[src/rtl/aes_wb_pkg.sv]
// Shared definitions for the AES Wishbone initiator: register map offsets,
// sequencer states, control/status bit positions and a key/block word picker.
package aes_wb_pkg;

  localparam logic [31:0] OFS_KEY0   = 32'h00;
  localparam logic [31:0] OFS_TEXT0  = 32'h10;
  localparam logic [31:0] OFS_CTRL   = 32'h20;
  localparam logic [31:0] OFS_STATUS = 32'h24;
  localparam logic [31:0] OFS_RES0   = 32'h30;

  localparam int CTRL_START  = 0;
  localparam int STATUS_DONE = 0;

  // Fixed encoding so the state vector stays stable across tool versions
  typedef enum logic [2:0] {
    S_IDLE    = 3'd0,
    S_WR_KEY  = 3'd1,
    S_WR_TEXT = 3'd2,
    S_START   = 3'd3,
    S_POLL    = 3'd4,
    S_RD_RES  = 3'd5,
    S_RESP    = 3'd6
  } state_e;

  // Word i of a 128-bit value, word 0 being the most significant
  function automatic logic [31:0] word_of(input logic [127:0] v, input logic [1:0] i);
    logic [31:0] w;
    w = v[127:96];
    case (i)
      2'd1:    w = v[95:64];
      2'd2:    w = v[63:32];
      2'd3:    w = v[31:0];
      default: w = v[127:96];
    endcase
    return w;
  endfunction

endpackage

[src/rtl/aes_wb_if.sv]
// Wishbone classic bus between the initiator (master) and the AES core (slave).
interface aes_wb_if;
  logic        wbm_cyc_o;
  logic        wbm_stb_o;
  logic        wbm_we_o;
  logic [3:0]  wbm_sel_o;
  logic [31:0] wbm_adr_o;
  logic [31:0] wbm_dat_o;
  logic [31:0] wbm_dat_i;
  logic        wbm_ack_i;

  modport master (
    output wbm_cyc_o, wbm_stb_o, wbm_we_o, wbm_sel_o, wbm_adr_o, wbm_dat_o,
    input  wbm_dat_i, wbm_ack_i
  );
  modport slave (
    input  wbm_cyc_o, wbm_stb_o, wbm_we_o, wbm_sel_o, wbm_adr_o, wbm_dat_o,
    output wbm_dat_i, wbm_ack_i
  );
endinterface

[src/rtl/aes_wb_beat.sv]
// Single-beat Wishbone classic engine. A beat starts on the first cycle req is
// seen with the bus idle; cyc/stb/adr/we/dat are registered and held until ack
// or until ACK_TIMEOUT strobe cycles pass. The bus is always idle for one
// cycle after a beat, so back-to-back requests cost two cycles per beat.
module aes_wb_beat #(
  parameter int unsigned ACK_TIMEOUT = 255
) (
  input  logic        clk,
  input  logic        rst,
  input  logic        req,
  input  logic        we,
  input  logic [31:0] adr,
  input  logic [31:0] wdata,
  output logic        done,
  output logic        timeout,
  output logic [31:0] rdata,
  aes_wb_if.master    wb
);

  localparam logic [7:0] TMO_LAST = 8'(ACK_TIMEOUT - 1);

  logic        stb_q;
  logic        we_q;
  logic [31:0] adr_q;
  logic [31:0] dat_q;
  logic [7:0]  tmo_cnt;

  // ack only counts while strobing; timeout fires on the last allowed cycle
  assign done    = stb_q && wb.wbm_ack_i;
  assign timeout = stb_q && !wb.wbm_ack_i && (tmo_cnt == TMO_LAST);
  assign rdata   = wb.wbm_dat_i;

  assign wb.wbm_cyc_o = stb_q;
  assign wb.wbm_stb_o = stb_q;
  assign wb.wbm_we_o  = we_q;
  assign wb.wbm_sel_o = {4{stb_q}};
  assign wb.wbm_adr_o = adr_q;
  assign wb.wbm_dat_o = dat_q;

  // Launch a beat from idle, hold it until ack or timeout, then idle one cycle
  always_ff @(posedge clk) begin
    if (rst) begin
      stb_q   <= 1'b0;
      we_q    <= 1'b0;
      adr_q   <= '0;
      dat_q   <= '0;
      tmo_cnt <= '0;
    end else if (stb_q) begin
      if (done || timeout) stb_q <= 1'b0;
      else                 tmo_cnt <= tmo_cnt + 8'd1;
    end else if (req) begin
      stb_q   <= 1'b1;
      we_q    <= we;
      adr_q   <= adr;
      dat_q   <= wdata;
      tmo_cnt <= '0;
    end
  end

endmodule

[src/rtl/aes_wb_initiator.sv]
// Wishbone classic initiator for the AES core: takes key+block on a
// valid/ready command port, writes KEY/TEXT, starts the core, polls STATUS,
// reads RES and returns it on a valid/ready response port. Ack timeouts and
// poll exhaustion abort to the response with rsp_err=1 and zero data.
// Optional: AES_WB_INITIATOR_KEY_CACHE_EN skips the key writes when the new
// key matches the last one loaded successfully.
module aes_wb_initiator
  import aes_wb_pkg::*;
#(
  parameter logic [31:0] BASE_ADDR   = 32'h3000_0000,
  parameter int unsigned ACK_TIMEOUT = 255,
  parameter int unsigned POLL_LIMIT  = 1023
) (
  input  logic         wb_clk_i,
  input  logic         wb_rst_i,
  input  logic         cmd_valid,
  output logic         cmd_ready,
  input  logic [127:0] cmd_key,
  input  logic [127:0] cmd_block,
  output logic         rsp_valid,
  input  logic         rsp_ready,
  output logic [127:0] rsp_data,
  output logic         rsp_err,
  aes_wb_if.master     wbm
);

  localparam logic [9:0] POLL_LAST = 10'(POLL_LIMIT - 1);

  state_e       state;
  logic [1:0]   wc;
  logic [9:0]   poll_cnt;
  logic [127:0] key_q;
  logic [127:0] blk_q;
  logic [127:0] res_q;
  logic         err_q;

  logic         beat_req, beat_we, beat_done, beat_tmo;
  logic [31:0]  beat_adr, beat_wdata, beat_rdata;
  logic         poll_abort, abort, cache_hit;

  assign cmd_ready = (state == S_IDLE);
  assign rsp_valid = (state == S_RESP);
  assign rsp_data  = res_q;
  assign rsp_err   = err_q;

  assign poll_abort = (state == S_POLL) && beat_done &&
                      !beat_rdata[STATUS_DONE] && (poll_cnt == POLL_LAST);
  assign abort      = beat_tmo || poll_abort;

  // Bus request for the current step; the word counter walks the 4-word groups
  always_comb begin
    beat_req   = 1'b0;
    beat_we    = 1'b0;
    beat_adr   = BASE_ADDR;
    beat_wdata = '0;
    case (state)
      S_WR_KEY: begin
        beat_req   = 1'b1;
        beat_we    = 1'b1;
        beat_adr   = BASE_ADDR + OFS_KEY0 + 32'({wc, 2'b00});
        beat_wdata = word_of(key_q, wc);
      end
      S_WR_TEXT: begin
        beat_req   = 1'b1;
        beat_we    = 1'b1;
        beat_adr   = BASE_ADDR + OFS_TEXT0 + 32'({wc, 2'b00});
        beat_wdata = word_of(blk_q, wc);
      end
      S_START: begin
        beat_req   = 1'b1;
        beat_we    = 1'b1;
        beat_adr   = BASE_ADDR + OFS_CTRL;
        beat_wdata = 32'd1 << CTRL_START;
      end
      S_POLL: begin
        beat_req = 1'b1;
        beat_adr = BASE_ADDR + OFS_STATUS;
      end
      S_RD_RES: begin
        beat_req = 1'b1;
        beat_adr = BASE_ADDR + OFS_RES0 + 32'({wc, 2'b00});
      end
      default: ;
    endcase
  end

  aes_wb_beat #(.ACK_TIMEOUT(ACK_TIMEOUT)) u_beat (
    .clk     (wb_clk_i),
    .rst     (wb_rst_i),
    .req     (beat_req),
    .we      (beat_we),
    .adr     (beat_adr),
    .wdata   (beat_wdata),
    .done    (beat_done),
    .timeout (beat_tmo),
    .rdata   (beat_rdata),
    .wb      (wbm)
  );

`ifdef AES_WB_INITIATOR_KEY_CACHE_EN
  logic [127:0] kc_key;
  logic         kc_vld;

  assign cache_hit = kc_vld && (cmd_key == kc_key);

  // Remember a key once all four KEY words are acked; any abort forgets it
  always_ff @(posedge wb_clk_i) begin
    if (wb_rst_i) begin
      kc_vld <= 1'b0;
      kc_key <= '0;
    end else if (abort) begin
      kc_vld <= 1'b0;
    end else if (state == S_WR_KEY && beat_done && wc == 2'd3) begin
      kc_vld <= 1'b1;
      kc_key <= key_q;
    end
  end
`else
  assign cache_hit = 1'b0;
`endif

  // Sequencer: KEY -> TEXT -> CTRL -> poll STATUS -> RES -> response
  always_ff @(posedge wb_clk_i) begin
    if (wb_rst_i) begin
      state    <= S_IDLE;
      wc       <= '0;
      poll_cnt <= '0;
      key_q    <= '0;
      blk_q    <= '0;
      res_q    <= '0;
      err_q    <= 1'b0;
    end else if (abort) begin
      state <= S_RESP;
      res_q <= '0;
      err_q <= 1'b1;
    end else begin
      case (state)
        S_IDLE: if (cmd_valid) begin
          key_q <= cmd_key;
          blk_q <= cmd_block;
          res_q <= '0;
          err_q <= 1'b0;
          wc    <= '0;
          state <= cache_hit ? S_WR_TEXT : S_WR_KEY;
        end
        S_WR_KEY: if (beat_done) begin
          wc <= wc + 2'd1;
          if (wc == 2'd3) state <= S_WR_TEXT;
        end
        S_WR_TEXT: if (beat_done) begin
          wc <= wc + 2'd1;
          if (wc == 2'd3) state <= S_START;
        end
        S_START: if (beat_done) begin
          poll_cnt <= '0;
          state    <= S_POLL;
        end
        S_POLL: if (beat_done) begin
          if (beat_rdata[STATUS_DONE]) begin
            wc    <= '0;
            state <= S_RD_RES;
          end else begin
            poll_cnt <= poll_cnt + 10'd1;
          end
        end
        S_RD_RES: if (beat_done) begin
          res_q <= {res_q[95:0], beat_rdata};
          wc    <= wc + 2'd1;
          if (wc == 2'd3) state <= S_RESP;
        end
        S_RESP: if (rsp_ready) state <= S_IDLE;
        default: state <= S_IDLE;
      endcase
    end
  end

endmodule

[src/flat_wrapper.sv]
// flat-port wrapper written by rule: the top's interface ports become plain ports
module aes_wb_initiator_flat import aes_wb_pkg::*;
#(
  parameter logic [31:0] BASE_ADDR   = 32'h3000_0000,
  parameter int unsigned ACK_TIMEOUT = 255,
  parameter int unsigned POLL_LIMIT  = 1023
)
  (wb_clk_i, wb_rst_i, cmd_valid, cmd_ready, cmd_key, cmd_block, rsp_valid, rsp_ready, rsp_data, rsp_err, wbm_wbm_cyc_o, wbm_wbm_stb_o, wbm_wbm_we_o, wbm_wbm_sel_o, wbm_wbm_adr_o, wbm_wbm_dat_o, wbm_wbm_dat_i, wbm_wbm_ack_i);
  aes_wb_if wbm_i ();
  input  logic wb_clk_i;
  input  logic wb_rst_i;
  input  logic cmd_valid;
  output logic cmd_ready;
  input  logic [127:0] cmd_key;
  input  logic [127:0] cmd_block;
  output logic rsp_valid;
  input  logic rsp_ready;
  output logic [127:0] rsp_data;
  output logic rsp_err;
  output wire logic [$bits(wbm_i.wbm_cyc_o)-1:0] wbm_wbm_cyc_o;
  output wire logic [$bits(wbm_i.wbm_stb_o)-1:0] wbm_wbm_stb_o;
  output wire logic [$bits(wbm_i.wbm_we_o)-1:0] wbm_wbm_we_o;
  output wire logic [$bits(wbm_i.wbm_sel_o)-1:0] wbm_wbm_sel_o;
  output wire logic [$bits(wbm_i.wbm_adr_o)-1:0] wbm_wbm_adr_o;
  output wire logic [$bits(wbm_i.wbm_dat_o)-1:0] wbm_wbm_dat_o;
  input wire logic [$bits(wbm_i.wbm_dat_i)-1:0] wbm_wbm_dat_i;
  input wire logic [$bits(wbm_i.wbm_ack_i)-1:0] wbm_wbm_ack_i;
  assign wbm_wbm_cyc_o = wbm_i.wbm_cyc_o;
  assign wbm_wbm_stb_o = wbm_i.wbm_stb_o;
  assign wbm_wbm_we_o = wbm_i.wbm_we_o;
  assign wbm_wbm_sel_o = wbm_i.wbm_sel_o;
  assign wbm_wbm_adr_o = wbm_i.wbm_adr_o;
  assign wbm_wbm_dat_o = wbm_i.wbm_dat_o;
  assign wbm_i.wbm_dat_i = wbm_wbm_dat_i;
  assign wbm_i.wbm_ack_i = wbm_wbm_ack_i;
  aes_wb_initiator #(.BASE_ADDR(BASE_ADDR), .ACK_TIMEOUT(ACK_TIMEOUT), .POLL_LIMIT(POLL_LIMIT)) u_core (.wb_clk_i(wb_clk_i), .wb_rst_i(wb_rst_i), .cmd_valid(cmd_valid), .cmd_ready(cmd_ready), .cmd_key(cmd_key), .cmd_block(cmd_block), .rsp_valid(rsp_valid), .rsp_ready(rsp_ready), .rsp_data(rsp_data), .rsp_err(rsp_err), .wbm(wbm_i));
endmodule
[config.mk]
export PLATFORM = sky130hd
export DESIGN_NAME = aes_wb_initiator_flat
export DESIGN_NICKNAME = d
export VERILOG_FILES = /design/src/rtl/aes_wb_pkg.sv /design/src/rtl/aes_wb_if.sv /design/src/rtl/aes_wb_beat.sv /design/src/rtl/aes_wb_initiator.sv /design/src/flat_wrapper.sv
export SDC_FILE = /design/constraint.sdc
export NUM_CORES = 1
export LEC_CHECK = 0
export BUFFER_PORTS_ARGS = -buffer_cell sky130_fd_sc_hd__buf_2
export CORE_UTILIZATION = 30
export CTS_CLUSTER_DIAMETER = 150
export DETAILED_ROUTE_END_ITERATION = 8
export SYNTH_ARGS = -nofsm -noshare
export SYNTH_HDL_FRONTEND = slang
export SYNTH_HIERARCHICAL = 1
export SYNTH_SLANG_ARGS = --single-unit
export TNS_END_PERCENT = 100
[constraint.sdc]
create_clock -name wb_clk_i -period 5.89 [get_ports wb_clk_i]
set_input_delay 0.589 -clock wb_clk_i [delete_from_list [all_inputs] [get_ports wb_clk_i]]
set_output_delay 0.589 -clock wb_clk_i [all_outputs]
set_load 0.01 [all_outputs]
# == Yosys cells after proc, flatten, opt, wreduce, memory -nomap -nowiden ==
# Index checks and enable logic that the tools add are counted.
# Widths: inputs -> output; s select.
# totals
register_bits,474
inputBits,293
output_inout_bits,202
wordCells,127
# classes
addsub,6
n_eq_ne,36
muxes,40
n_bitwise,2
reduce_logical,30
# ops
cell,count
$pmux 32 s3,3
$mux 128,2
$pmux 128 s2,1
$pmux 32 s5,1
$add 30x4->31 const A,3
$mux 3,12
$mux 10,3
$ne 3x1->1 const B,9
$mux 8,3
$reduce_and 11->1,2
$pmux 3 s7,1
$ne 2x1->1 const B,10
$pmux 10 s2,1
$add 10x1->10 const B,1
$eq 10x10->1 const B,1
$reduce_bool 2->1,5
$eq 3x3->1 const B,3
$add 8x1->8 const B,1
$eq 8x8->1 const B,1
$mux 1,8
$mux 2,4
$ne 2x2->1 const B,4
$eq 3x2->1 const B,2
$logic_and 1x1->1,6
18 further kinds,27

# == Longest topological paths before layout ==
# Gate-level depths: netlist of the first run.
# depth
ltp_word,7
mapped_depth,11
mapped_depth_nobuf,8

# == Hierarchy ==
# Netlist of the first run, hierarchy kept.
# modules_own_cells
module,instances,cells_each,area_each_um2,seq_area_each_um2
aes_wb_initiator,1,2101,16072.9,8007.7
aes_wb_beat,1,374,2962.8,1481.4

# == Least setup slack after synthesis of the first run ==
# Ideal clock, no wire load.
# synth_path
path_type,input to register
from,input wbm_wbm_dat_i[0]
to,"register u_core.res_q[100], in the netlist u_core/rsp_data[100]"
setup_time_ns,0.116
t_arrival_ns,2.229
required_time_ns,5.774
slack_ns,3.545
cell_stages,7
path_buffers,3
cell_sequence,buf_4 > or4b_4 > or4_4 > nand3_2 > buf_4 > buf_4 > a21oi_1
# synth_via
elab_chain_cells,5
# synth_rtl
element,line,source
"start, declared",flat_wrapper.sv:26,input wire logic [$bits(wbm_i.wbm_dat_i)-1:0] wbm_wbm_dat_i;
$logic_not 1->1,aes_wb_initiator.sv:47,!beat_rdata[STATUS_DONE] && (poll_cnt == POLL_LAST);
$logic_and 1x1->1,aes_wb_initiator.sv:46,assign poll_abort = (state == S_POLL) && beat_done &&
$logic_and 1x1->1,aes_wb_initiator.sv:47,
$logic_or 1x1->1,aes_wb_initiator.sv:48,assign abort = beat_tmo || poll_abort;
$reduce_or 2->1 (no line),-,
"end signal, assigned",aes_wb_initiator.sv:167,"res_q <= {res_q[95:0], beat_rdata};"
"end, declared",aes_wb_initiator.sv:34,logic [127:0] res_q;
# Every way passes these cells.
# A chain may end at the register's enable or synchronous reset.

# == Final worst setup path of the first run ==
# layout_path
from,register u_core.state[2]
to,"register u_core.res_q[71], in the netlist u_core/rsp_data[71]"
# layout_via
elab_chain_cells,6
word_cells_on_any_way,13
classes_between,4 x eq/ne; 1 x mux; 8 x reduce/logical
# layout_rtl
element,line,source
"start, declared",aes_wb_initiator.sv:29,state_e state;
"start signal, assigned",aes_wb_initiator.sv:144,state <= cache_hit ? S_WR_TEXT : S_WR_KEY;
$eq 3x3->1,aes_wb_initiator.sv:46,
$logic_and 1x1->1 (2 in series),aes_wb_initiator.sv:46,
$logic_and 1x1->1,aes_wb_initiator.sv:47,
$logic_or 1x1->1,aes_wb_initiator.sv:48,
$reduce_or 2->1 (no line),-,
# Parallel ways exist; a longest one is shown, timed or not.

==> results of run 1 <==
[how the worst min path moves through the flow]
stage / end / slack [ns] / cells past startpoint
after global routing: u_core/key_q[37] / 0.19 / 3
after global placement: u_core/rsp_data[125] / 0.44 / 2
after floorplan: u_core/blk_q[33] / 0.44 / 2
after CTS: u_core/key_q[127] / 0.17 / 3
after detailed placement: u_core/rsp_data[125] / 0.44 / 2
final: u_core/key_q[127] / 0.21 / 3
[cell usage in the layout, fill, tap and decap left out, types with 4 or more instances in the layout]
cell	synthesis	layout
and3_1	4	4
clkinvlp_4	0	4
buf_12	0	4
bufinv_16	0	4
nor2_1	68	67
o31ai_1	4	4
nand3_1	141	141
inv_1	12	12
a222oi_1	62	62
nand2_1	785	784
nor3_1	5	5
clkbuf_16	0	53
diode_2	0	8
o22ai_1	31	31
buf_2	46	493
buf_4	52	21
or4_1	5	5
nand4_1	6	6
clkbuf_1	144	6
dfxtp_1	474	474
o21ai_0	9	9
a31oi_1	14	14
nand2b_1	9	7
ha_1	8	4
clkinv_2	0	5
a21oi_1	525	524
clkbuf_8	0	16
conb_1	2	28
[critical path, cell delays in order (launching register included)]
cell     delay (ns)
dfxtp_1        0.78
or4b_4         0.59
or4_4          0.60
nand3_4        0.61
buf_4          0.46
a21oi_1        0.08
[final cells by class]
cell class	instances	area (µm²)	area share, %
Sequential cell	474	9490	40.1
Multi-Input combinational cell	1763	8490	35.9
Timing Repair Buffer	519	2720	11.5
Clock buffer	75	1570	6.64
Tap cell	837	1050	4.43
Clock inverter	19	253	1.07
Inverter	12	45.0	0.191
Antenna cell	8	20.0	0.0847
[power by group]
group,switching [mW],internal (mW)
logic,2.15,0.780
registers,0.282,3.64
clock network,1.40,2.04
total,3.82,6.46
[per-layer routing]
| layer | vias up | part of all wire, % | global-route usage (%) | routed length, µm |
|---|---|---|---|---|
| met5 | - | 0.22 | 0 | 149 |
| met4 | 24 | 3.4 | 7.78 | 2290 |
| met3 | 126 | 8.4 | 5.90 | 5610 |
| met2 | 628 | 48 | 32.7 | 31700 |
| met1 | 8609 | 40 | 23.2 | 26700 |
| li1 | 9099 | - | - | - |
[cell families (layout without fill, tap and decap cells)]
family	count (synthesis)	after routing	share of synthesized area, %
compound gates	671	671	20.1
xor+xnor	1	1	0.0460
fa+ha+maj	8	8	0.526
buf+inv	264	625	6.53
flops	474	474	49.8
mux	3	3	0.158
other cells	2	36	0.0395
simple gates	1052	1052	22.8
[sequential cells by signal (all words and copies together) (netlist names), 2 cells and up]
| signal | count |
|---|---|
| u_core/u_beat/tmo_cnt | 8 |
| u_core/u_beat/wb.wbm_dat_o | 32 |
| u_core/state | 3 |
| u_core/wc | 2 |
| u_core/u_beat/wb.wbm_adr_o | 32 |
| u_core/poll_cnt | 10 |
| u_core/rsp_data | 128 |
| u_core/key_q | 128 |
| u_core/blk_q | 128 |
[through the flow]
step                setup slack (ns)  instances  area [µm²]  power, mW
global placement                2.63       3605       21800       6.94
CTS                             2.58       3699       23600       10.4
detailed placement              2.61       3605       21800       6.97
finish                          2.59       3707       23600       10.3
global route                    2.41       3703       23600       10.9
floorplan                       3.55       2501       19100       6.02
==> results.toml, run 1 <==
[hold_path]
hp-class = "input port to register"
worstHoldStart = "cmd_key[127]"

[layout]
utilization_pct = 38.0
drive_above_1_share_pct = 22.0
area_growth_pct = 24.2
layout.nets = 3123
nFillCells = 6641

[setup_path]
crit_end = "u_core/rsp_data[71]"
cp.required_ns = 6.34
crit_type = "register to register"
r2r-end = "u_core/rsp_data[71]"
rr_worst_depth = 5
critical_path.endpoint_type = "register"
r2r_slack_ns = 2.59
crit_arrival_ns = 3.76
cp-start-kind = "register"
crit_path_start = "u_core/state[2]"
crit-reg2reg-launch = "u_core/state[2]"
cp_max_fo = 67

[timing]
whs_ns = 0.209
rsz0062_at_grt = "no"
fmax_ghz = 0.303
finalClockSkew_ns = 0.0355
finalHoldViolations = 0
worst_slew_pin_slew_ns = 1.23
period_minus_slack_ns = 3.30
max_slew_margin_pct = 16.8
slew_violations = 0
setup_viol = 0
finalSetupTns_ns = 0
min_period_over_period_pct = 56.1

[floorplanning]
fp.dieH_um = 254
rows = 91
die_x_um = 254
pin_count = 495
core_area_mm2 = 0.0622
dieArea_mm2 = 0.0645
initial_core_util_pct = 30.6

[global_routing]
grt_max_degree = 142
grt_pass1_vias = 17000
grt_pass1_wl_um = 98200
grt-ovfl-total = 0
antenna_found_initial = 20
track_usage_pct = 19.5

[clock_network]
cts_buffers = 52
clkTransAtPathRegs_ns = 0.07
ctsHoldBuffers = 0
clockRootBuffer = "clkbuf_16"
cts_setup_buffers = 0
clock_latency_ns = 0.62
clockBufferDepth = 3
post_cts_resized = 0
htree_num_levels = 2
cts.sinks = 474
cts_tree = "built"

[synthesis]
synth_seq_cells = 474
synthTopCellsByCount = "785 x nand2_1, 525 x a21oi_1, 474 x dfxtp_1"
synthCells = 2475
yosys.cell_types.count = 60
synth_top_cell_area_share_pct = 49.8
ys_async_sr_fraction_pct = 0
synth_area_per_cell_um2 = 7.69
synth_area_mm2 = 0.0190
synth_warnings = 6
synthTopCellsByArea = "dfxtp_1 50%, nand2_1 15%, a21oi_1 14%, nand3_1 3.7%, a222oi_1 3.3%"
dominantRegCellSynth = "dfxtp_1"
yosysMostFrequentCell = "nand2_1"
yosysSeqAreaShare_pct = 49.8
synth_top_area_cell = "dfxtp_1"
synth_edf_count = 0

[power]
p_leak_nw = 9.14
ir_drop_mv = 0.367
p_per_area_mw_per_mm2 = 435

[placed_design]
dp.final_hpwl_um = 44800
port_buffers = 494
place_congestion = 0.791

[routing]
first_pass_iters = 6
drt_iter0_markers = 1848
routed_via_density = 4.99
vias = 18500
drt_wl_total_um = 66400
drc = 0
ant_nets = 0
wl_per_cell_um = 17.9

[run]
drv_cap = 0

[run_status]
status = "complete, no violations"
(Power assumes the default switching activity.)
==> run 2, diff against run 1 <==
==> constraint.sdc (replaced) <==
create_clock -name wb_clk_i -period 3.1 [get_ports wb_clk_i]
set_input_delay 0.31 -clock wb_clk_i [delete_from_list [all_inputs] [get_ports wb_clk_i]]
set_output_delay 0.31 -clock wb_clk_i [all_outputs]
set_load 0.01 [all_outputs]
==> results.toml, run 2 (synthesis gave the netlist of run 1 again) <==
[run_status]
status = "complete, no violations"

[floorplanning]
die_x_um = 254
dieArea_mm2 = 0.0645
pin_count = 495
initial_core_util_pct = 30.6
core_area_mm2 = 0.0622
rows = 91
fp.dieH_um = 254

[setup_path]
crit_buf_inv = 2
cp.required_ns = 3.57
path_delay_family = "compound AO/OA/AOI/OAI gates"
cp-start-kind = "register"
r2r_slack_ns = 0.49
cpMostUsedCell = "a21oi_1"
rr_worst_depth = 9
critical_path.endpoint_type = "register"
cpPeakStageDelay_ns = 0.48
critical-path-slowest-cell = "dfxtp_1"
cp_max_fo = 27
crit_path_start = "u_core/wc[0]"
crit_type = "register to register"
path_cells = "inv_1, ha_2, buf_12, a222oi_1, nor2_1, a21oi_1, o22ai_1, nand2_1, a21oi_1"
crit-reg2reg-launch = "u_core/wc[0]"
crit_arrival_ns = 3.08
r2r-end = "u_core/u_beat/wb.wbm_dat_o[16]"

[global_routing]
grt_pass1_wl_um = 106000
antenna_found_initial = 5
track_usage_pct = 21.0
grt-ovfl-total = 0
grt_max_degree = 154
grt_pass1_vias = 18700

[run]
drv_cap = 0

[placed_design]
dp.final_hpwl_um = 46900
place_inst = 3630
postPlaceCellArea_mm2 = 0.0222
port_buffers = 494
place_congestion = 0.819

[timing]
worst_slew_pin_slew_ns = 0.810
finalSetupTns_ns = 0
slew_violations = 0
finalHoldViolations = 0
setup_viol = 0
max_slew_margin_pct = 46.0
rsz0062_at_grt = "no"
whs_ns = 0.0459
fmax_ghz = 0.383
finalClockSkew_ns = 0.0464
period_minus_slack_ns = 2.61
min_period_over_period_pct = 84.2

[routing]
drc = 0
dr_wl_met2_um = 35000
wl_per_cell_um = 17.8
ant_nets = 0
drt_iter0_markers = 1768
drt_wl_total_um = 71300
wl_met3_um = 5270
drt-met1-wl_um = 28400
routed_via_density = 4.94
top_layer = "met5"
first_pass_iters = 7
vias = 19800

[hold_path]
worstHoldStart = "cmd_block[62]"
holdPathEnd = "u_core/blk_q[62]"
whs_path_depth = 3
hp-class = "input port to register"

[layout]
final_cell_area_mm2 = 0.0268
nFillCells = 6237
fin_cells = 4011
layout_commonest_cell = "nand2_1"
layout.nets = 3433
drive_above_1_share_pct = 20.5
area_growth_pct = 40.9
final_cell_mix = "784 x nand2_1, 524 x a21oi_1, 493 x buf_2, 474 x dfxtp_1, 285 x dlygate4sd3_1"

[clock_network]
clockBufferDepth = 3
cts_buffers = 52
htree_num_levels = 2
clock_latency_ns = 0.62
clockRootBuffer = "clkbuf_16"
clkTransAtPathRegs_ns = 0.06
cts_tree = "built"
post_cts_resized = 0
cts.sinks = 474

[power]
p_per_area_mw_per_mm2 = 755
ir_drop_mv = 0.568
p_leak_nw = 10.5
p_total_mw = 20.3
==> run 2: cell types whose count changed in the layout (fill, tap and decap cells not counted), moves of 4 or more <==
| cell | previous run | this run |
|---|---|---|
| diode_2 | 8 | 4 |
| buf_4 | 21 | 31 |
| buf_12 | 4 | 19 |
| clkbuf_1 | 6 | 11 |
| dlygate4sd3_1 | 0 | 285 |
| clkbuf_8 | 16 | 8 |
==> run 2: through the flow <==
| stage | worst slack (ns) | util (%) |
|---|---|---|
| after floorplan | 0.905 | - |
| after global placement | 0.481 | 35.7 |
| after detailed placement | 0.444 | 35.7 |
| after CTS | 0.469 | 43.1 |
| after global routing | 0.365 | 43.1 |
| final | 0.491 | 43.1 |
==> run 2: power by group <==
group | internal, mW | switching, mW
Combinational | 2.06 | 4.33
Clock | 3.80 | 2.65
Sequential | 6.92 | 0.499
==> run 2: worst max-delay path by stage <==
stage	slack, ns	depth (start not counted)	to
final	0.49	9	u_core/u_beat/wb.wbm_dat_o[16]
after global routing	0.37	9	u_core/u_beat/wb.wbm_dat_o[16]
after CTS	0.47	9	u_core/u_beat/wb.wbm_dat_o[16]
after detailed placement	0.44	9	u_core/u_beat/wb.wbm_dat_o[16]
after global placement	0.48	9	u_core/u_beat/wb.wbm_dat_o[16]
after floorplan	0.90	11	u_core/key_q[16]
==> run 2: cell type report <==
| type | count | area, µm² | area share (%) |
|---|---|---|---|
| Clock inverter | 21 | 329 | 1.23 |
| Sequential cell | 474 | 9490 | 35.4 |
| Clock buffer | 71 | 1450 | 5.42 |
| Timing Repair Buffer | 829 | 5950 | 22.2 |
| Antenna cell | 4 | 10.0 | 0.0373 |
| Inverter | 12 | 45.0 | 0.168 |
| Multi-Input combinational cell | 1763 | 8490 | 31.7 |
| Tap cell | 837 | 1050 | 3.91 |
==> run 2: per-layer routing <==
layer,global-route usage (%),vias to the layer above
met5,0,-
met4,8.83,2
met3,4.61,138
met2,36.7,750
met1,24.6,9226
li1,-,9715
==> run 2: what timing repair did <==
action | 4_1_cts | 5_1_grt
endpoints found under the hold margin | 285 | 0
buffers inserted | 0 | 0
hold buffers | 285 | 0
==> run 2: worst register-to-register path, delay by kind of cell (launching register included) <==
family / cells / cell delay [ns]
flops: 1 / 0.48
compound gates: 4 / 0.95
fa+ha+maj: 1 / 0.44
simple gates: 2 / 0.18
buf+inv: 2 / 0.45
